**src/rtl/eth_clk_pkg.sv**
```systemverilog
// Shared types and constants for the Ethernet TX clock path.
// Speed encodings, sequencer states and the GTX reset stretch length.
package eth_clk_pkg;

   typedef enum logic [1:0] {
      SPEED_10M   = 2'b00,
      SPEED_100M  = 2'b01,
      SPEED_1000M = 2'b10,
      SPEED_RSVD  = 2'b11
   } eth_speed_e;

   typedef enum logic [2:0] {
      ST_INIT   = 3'd0,
      ST_IDLE   = 3'd1,
      ST_DRAIN  = 3'd2,
      ST_RESET  = 3'd3,
      ST_SETTLE = 3'd4,
      ST_DONE   = 3'd5
   } eth_speed_seq_state_e;

   localparam int unsigned eth_gtx_rst_stretch_lp = 128;

   function automatic int unsigned max3(int unsigned a,
                                        int unsigned b,
                                        int unsigned c);
      int unsigned m;
      m = (a > b) ? a : b;
      return (m > c) ? m : c;
   endfunction

endpackage

```
**src/rtl/eth_speed_seq_timer.sv**
```systemverilog
// Loadable down-counter with a zero flag, shared by all timed
// sequencer states. Saturates at zero.
module eth_speed_seq_timer #(
   parameter int unsigned       width_p     = 9,
   parameter logic [width_p-1:0] reset_val_p = '0
) (
   input  logic               clk_i,
   input  logic               reset_i,
   input  logic               load_i,
   input  logic [width_p-1:0] load_val_i,
   output logic               zero_o
);

   logic [width_p-1:0] cnt_d, cnt_q;

   // next count: load, else decrement until zero
   always_comb begin
      cnt_d = cnt_q;
      if (load_i)
         cnt_d = load_val_i;
      else if (cnt_q != '0)
         cnt_d = cnt_q - 1'b1;
   end

   // count register
   always_ff @(posedge clk_i or posedge reset_i) begin
      if (reset_i) cnt_q <= reset_val_p;
      else         cnt_q <= cnt_d;
   end

   assign zero_o = (cnt_q == '0);

endmodule

```
**src/rtl/eth_tx_speed_change_sequencer.sv**
```systemverilog
// Sequences TX link-speed changes: drain, generator reset, settle.
// Optional drain timeout: ETH_SPEED_SEQ_DRAIN_TIMEOUT_EN.
module eth_tx_speed_change_sequencer
   import eth_clk_pkg::*;
#(
   parameter int unsigned reset_cycles_p   = 4,
   parameter int unsigned settle_cycles_p  = 256,
   parameter int unsigned timeout_cycles_p = 65535,
   parameter logic [1:0]  init_setting_p   = 2'b10
) (
   input  logic       clk_i,
   input  logic       reset_i,
   input  logic       speed_v_i,
   input  logic [1:0] speed_i,
   output logic       speed_ready_o,
   output logic       tx_pause_o,
   input  logic       tx_idle_i,
   output logic [1:0] clk_setting_o,
   output logic       gen_reset_o,
   output logic       busy_o,
   output logic       done_o,
   output logic       error_o
);

   localparam int unsigned max_lp =
      max3(reset_cycles_p, settle_cycles_p, timeout_cycles_p);
   localparam int unsigned cnt_w_lp = $clog2(max_lp) + 1;
   localparam logic [cnt_w_lp-1:0] rst_ld_lp =
      cnt_w_lp'(reset_cycles_p - 1);
   localparam logic [cnt_w_lp-1:0] set_ld_lp =
      cnt_w_lp'(settle_cycles_p - 1);

   if (settle_cycles_p <= eth_gtx_rst_stretch_lp) begin : g_chk_settle
      $error("settle_cycles_p must exceed the GTX reset stretch");
   end
   if (reset_cycles_p < 1) begin : g_chk_reset
      $error("reset_cycles_p must be at least 1");
   end

   eth_speed_seq_state_e state_d, state_q;
   logic [1:0]          target_d, target_q;
   logic [1:0]          setting_d, setting_q;
   logic                gen_reset_d, gen_reset_q;
   logic                pause_d, pause_q;
   logic                ready_d, ready_q;
   logic                done_d, done_q;
   logic                error_d, error_q;
   logic                accept;
   logic                tmr_load;
   logic [cnt_w_lp-1:0] tmr_val;
   logic                tmr_zero;

   eth_speed_seq_timer #(
      .width_p     (cnt_w_lp),
      .reset_val_p (rst_ld_lp)
   ) u_timer (
      .clk_i      (clk_i),
      .reset_i    (reset_i),
      .load_i     (tmr_load),
      .load_val_i (tmr_val),
      .zero_o     (tmr_zero)
   );

   assign accept = speed_v_i & ready_q;

   // state transitions, target latch and timer reloads
   always_comb begin
      state_d   = state_q;
      target_d  = target_q;
      setting_d = setting_q;
      error_d   = 1'b0;
      tmr_load  = 1'b0;
      tmr_val   = '0;
      unique case (state_q)
         ST_INIT: begin
            if (tmr_zero) begin
               state_d  = ST_SETTLE;
               tmr_load = 1'b1;
               tmr_val  = set_ld_lp;
            end
         end
         ST_IDLE: begin
            if (accept) begin
               if (speed_i == SPEED_RSVD) begin
                  error_d = 1'b1;
               end else if (speed_i == setting_q) begin
                  state_d = ST_DONE;
               end else begin
                  state_d  = ST_DRAIN;
                  target_d = speed_i;
`ifdef ETH_SPEED_SEQ_DRAIN_TIMEOUT_EN
                  tmr_load = 1'b1;
                  tmr_val  = cnt_w_lp'(timeout_cycles_p);
`endif
               end
            end
         end
         ST_DRAIN: begin
            if (tx_idle_i) begin
               state_d   = ST_RESET;
               setting_d = target_q;
               tmr_load  = 1'b1;
               tmr_val   = rst_ld_lp;
            end
`ifdef ETH_SPEED_SEQ_DRAIN_TIMEOUT_EN
            else if (tmr_zero) begin
               state_d = ST_IDLE;
               error_d = 1'b1;
            end
`endif
         end
         ST_RESET: begin
            if (tmr_zero) begin
               state_d  = ST_SETTLE;
               tmr_load = 1'b1;
               tmr_val  = set_ld_lp;
            end
         end
         ST_SETTLE: begin
            if (tmr_zero) state_d = ST_DONE;
         end
         ST_DONE: state_d = ST_IDLE;
         default: state_d = ST_INIT;
      endcase
   end

   // registered outputs decoded from the next state
   always_comb begin
      gen_reset_d = (state_d == ST_INIT) || (state_d == ST_RESET);
      ready_d     = (state_d == ST_IDLE);
      done_d      = (state_d == ST_DONE);
      pause_d     = 1'b1;
      if (state_d == ST_IDLE)      pause_d = 1'b0;
      else if (state_d == ST_DONE) pause_d = pause_q;
   end

   // state and output registers
   always_ff @(posedge clk_i or posedge reset_i) begin
      if (reset_i) begin
         state_q     <= ST_INIT;
         target_q    <= init_setting_p;
         setting_q   <= init_setting_p;
         gen_reset_q <= 1'b1;
         pause_q     <= 1'b1;
         ready_q     <= 1'b0;
         done_q      <= 1'b0;
         error_q     <= 1'b0;
      end else begin
         state_q     <= state_d;
         target_q    <= target_d;
         setting_q   <= setting_d;
         gen_reset_q <= gen_reset_d;
         pause_q     <= pause_d;
         ready_q     <= ready_d;
         done_q      <= done_d;
         error_q     <= error_d;
      end
   end

   assign speed_ready_o = ready_q;
   assign busy_o        = ~ready_q;
   assign tx_pause_o    = pause_q;
   assign clk_setting_o = setting_q;
   assign gen_reset_o   = gen_reset_q;
   assign done_o        = done_q;
   assign error_o       = error_q;

endmodule
```
**config.mk**
```make
export PLATFORM = sky130hd
export DESIGN_NAME = eth_tx_speed_change_sequencer
export DESIGN_NICKNAME = d
export VERILOG_FILES = /design/src/rtl/eth_clk_pkg.sv /design/src/rtl/eth_speed_seq_timer.sv /design/src/rtl/eth_tx_speed_change_sequencer.sv
export SDC_FILE = /design/constraint.sdc
export NUM_CORES = 1
export LEC_CHECK = 0
export CORE_AREA = 2 2 84 46
export CTS_CLUSTER_SIZE = 16
export DETAILED_ROUTE_END_ITERATION = 10
export DIE_AREA = 0 0 86 48
export HOLD_SLACK_MARGIN = 0.06
export PLACE_DENSITY = 0.76
export SYNTH_ARGS = -nofsm -noshare
export SYNTH_HDL_FRONTEND = slang
export SYNTH_SLANG_ARGS = --single-unit
```
**constraint.sdc**
```tcl
create_clock -name clk_i -period 2.4 [get_ports clk_i]
set_input_delay 0.36 -clock clk_i [delete_from_list [all_inputs] [get_ports clk_i]]
set_output_delay 0.36 -clock clk_i [all_outputs]
set_load 0.005 [all_outputs]
```
==> results_dict.tcl <==
set metrics [dict create \
    status "finished clean" \
    synth-edff-count 0 \
    clock_path_buffers 2 \
    async_flop_share 1.00 \
    pin_count 14 \
    slowest_stage "dfstp_2" \
    dr.pass1.iters 4 \
    final_core_util 0.568 \
    die_w_um 86 \
    r2r_cells 8 \
    dieArea_mm2 0.00413 \
    cp.required_ns 2.56 \
    synth_top_area_cell "dfrtp_1" \
    cts_root_buf "clkbuf_8" \
    initial_core_util 0.483 \
    end_kind "register" \
    syn_inst 167 \
    worst_pin_slew_ns 0.499 \
    grt_pass1_wl_um 5780 \
    cts_max_level 2 \
    finClkSkew_ns 0.00418 \
    synth_top_area_frac 0.359 \
    vdd_drop_max_mv 0.229 \
    rsz0062_at_grt "false" \
    avgSynthCellArea_um2 9.61 \
    grt_pass1_vias 1200 \
    grt_max_degree 30 \
    post-cts-setup-buffers 0 \
    syn-cell-area_mm2 0.00160 \
    slew_violations 0 \
    core-area_mm2 0.00332 \
    yosysMostFrequentCell "nand2_1" \
    fin_nets 194 \
    critPathArrivalTime_ns 2.23 \
    fmax_ghz 0.483 \
    tns_ns 0 \
    drtIter0Drc 62 \
    io_buffers 13 \
    overflow 0 \
    critPathMaxFanout 10 \
    fillers 284 \
    stdcell_area_mm2 0.00189 \
    via_count 1269 \
    synth.distinct_cells 43 \
    track_usage 0.188 \
    antenna_found_initial 0 \
    synth_common_cells "nand2_1, dfrtp_1, nor2_1, xnor2_1, o21ai_0" \
    n_antenna_cell 0 \
    synth_nets 175 \
    synth-seq-area-share 0.457 \
    wl_per_cell_um 15.2 \
    final_antenna_net_count 0 \
    cts-resized-gates 0 \
    reg2reg_slack_ns 0.33 \
    synth_area_leaders "dfrtp_1, dfstp_2, nand2_1" \
    wl_um 3490 \
    fp-row-count 15 \
    report.final.setup_viol 0 \
    drv_cap 0 \
    gp_congestion 0.850 \
    synth-seq-cells 29 \
    hold_viol 0 \
    postCtsHoldBufs 0 \
    dpl_cell_area_mm2 0.00179 \
    worstHoldPathType "in -> async" \
    crit_chain "inv_1 -> ha_1 -> nor4b_1 -> and4_1 -> buf_4 -> nor4_1 -> xnor2_1 -> nor2_1" \
    yosysWarnings 0 \
    power.leakage_nw 0.838 \
    start_kind "register" \
    min_period_over_period 0.863 \
    cts_buffers 5 \
    path_class "reg -> reg" \
    power.density_mw_per_mm2 511 \
    clkTransAtPathRegs_ns 0.06 \
    period_needed_ns 2.07 \
    die_h_um 48 \
    hpwl_um 2520 \
    clkSinkCount 29 \
    synthToLayoutAreaGrowth_pct 17.6 \
    ys.flop_type "dfrtp_1" \
    cts_tree "done" \
    drive_above_1_share 0.198 \
    max_stage_delay_ns 0.55 \
    clkLatencyLatePin_ns 0.28 \
    viasPerCell 5.54 \
    max_slew_margin 0.667 \
    drc_errors 0 \
]
-- worst max-delay path, delay by kind of cell, from the launching register on --
family / cells / cell delay, ns
AND/OR/NAND/NOR: 4 / 0.77
flip-flops: 1 / 0.55
adder cells (fa/ha/maj): 1 / 0.19
XOR/XNOR: 1 / 0.16
buffers and inverters: 2 / 0.29
-- placed cells by master (no fill, tap or decap), types with 2 or more instances in the layout --
cell / n
dfstp_2: 6
nor2_1: 14
nand2_1: 29
clkdlybuf4s50_1: 13
dfrtp_1: 23
a21oi_1: 2
xnor2_1: 11
nor2b_1: 5
o21ai_0: 8
nor4_1: 6
a21o_1: 2
or3_4: 2
mux2_2: 3
ha_1: 2
inv_1: 7
nor2_2: 2
buf_4: 5
nor4_2: 6
clkbuf_8: 7
nor3b_1: 2
nor3_1: 5
or3_1: 2
xor2_1: 3
nand3_2: 2
-- cells by family (layout without fill, tap and decap cells) --
| family | after synthesis | in the layout | share of synthesized area |
|---|---|---|---|
| simple gates | 87 | 87 | 0.312 |
| flops | 29 | 29 | 0.457 |
| compound gates | 18 | 18 | 0.0710 |
| xor+xnor | 14 | 14 | 0.0764 |
| buf+inv | 13 | 33 | 0.0406 |
| mux | 4 | 4 | 0.0273 |
| fa+ha+maj | 2 | 2 | 0.0156 |
-- area by class of cell --
| type | instances | area (um^2) | area share |
|---|---|---|---|
| clock inverter | 1 | 5.00 | 0.00265 |
| clock buffer | 7 | 96.3 | 0.0511 |
| inverter | 7 | 26.3 | 0.0139 |
| timing repair buffer | 18 | 168 | 0.0889 |
| sequential | 29 | 733 | 0.389 |
| multi-input combinational | 125 | 806 | 0.427 |
| tap | 42 | 52.6 | 0.0279 |
-- metal layers --
layer  up-vias  wire length [um]  track usage
li1        608                 -            -
met1       617              1720        0.271
met2        42              1540        0.265
met3         2               214       0.0655
met4         0                14       0.0603
met5         -                 0            0
-- power breakdown --
part	internal (mW)	total [mW]	switching, mW	leakage, nW
logic	0.0109	0.0272	0.0163	0.431
clock network	0.259	0.449	0.190	0.0542
registers	0.489	0.489	0	0.353
-- final timing paths --
check / startpoint / to
setup / recovery: u_timer.cnt_q[0] / u_timer.cnt_q[11]
hold / removal: reset_i / u_timer.cnt_q[14]
setup reg to reg: u_timer.cnt_q[0] / u_timer.cnt_q[11]
hold reg to reg: target_q[1] / clk_setting_o[1]
max in group asynchronous: reset_i / u_timer.cnt_q[1]
min in group clk_i: target_q[1] / clk_setting_o[1]
-- metrics by stage --
| step | total power [mW] | setup WS [ns] | hold slack (ns) | std cells |
|---|---|---|---|---|
| floorplan | 0.510 | 0.518 | 0.432 | 167 |
| global placement | 0.525 | 0.422 | 0.444 | 221 |
| detailed placement | 0.525 | 0.341 | 0.445 | 221 |
| CTS | 0.972 | 0.331 | 0.453 | 229 |
| global route | 1.00 | 0.179 | 0.484 | 229 |
| finish | 0.965 | 0.329 | 0.451 | 229 |
-- registers in the layout (all words and copies together) (netlist names) --
register / count
clk_setting_o: 2
target_q: 2
tx_pause_o: 1
done_o: 1
gen_reset_o: 1
speed_ready_o: 1
state_q: 3
error_o: 1
u_timer.cnt_q: 17
Power figures use the tool's default switching activity.
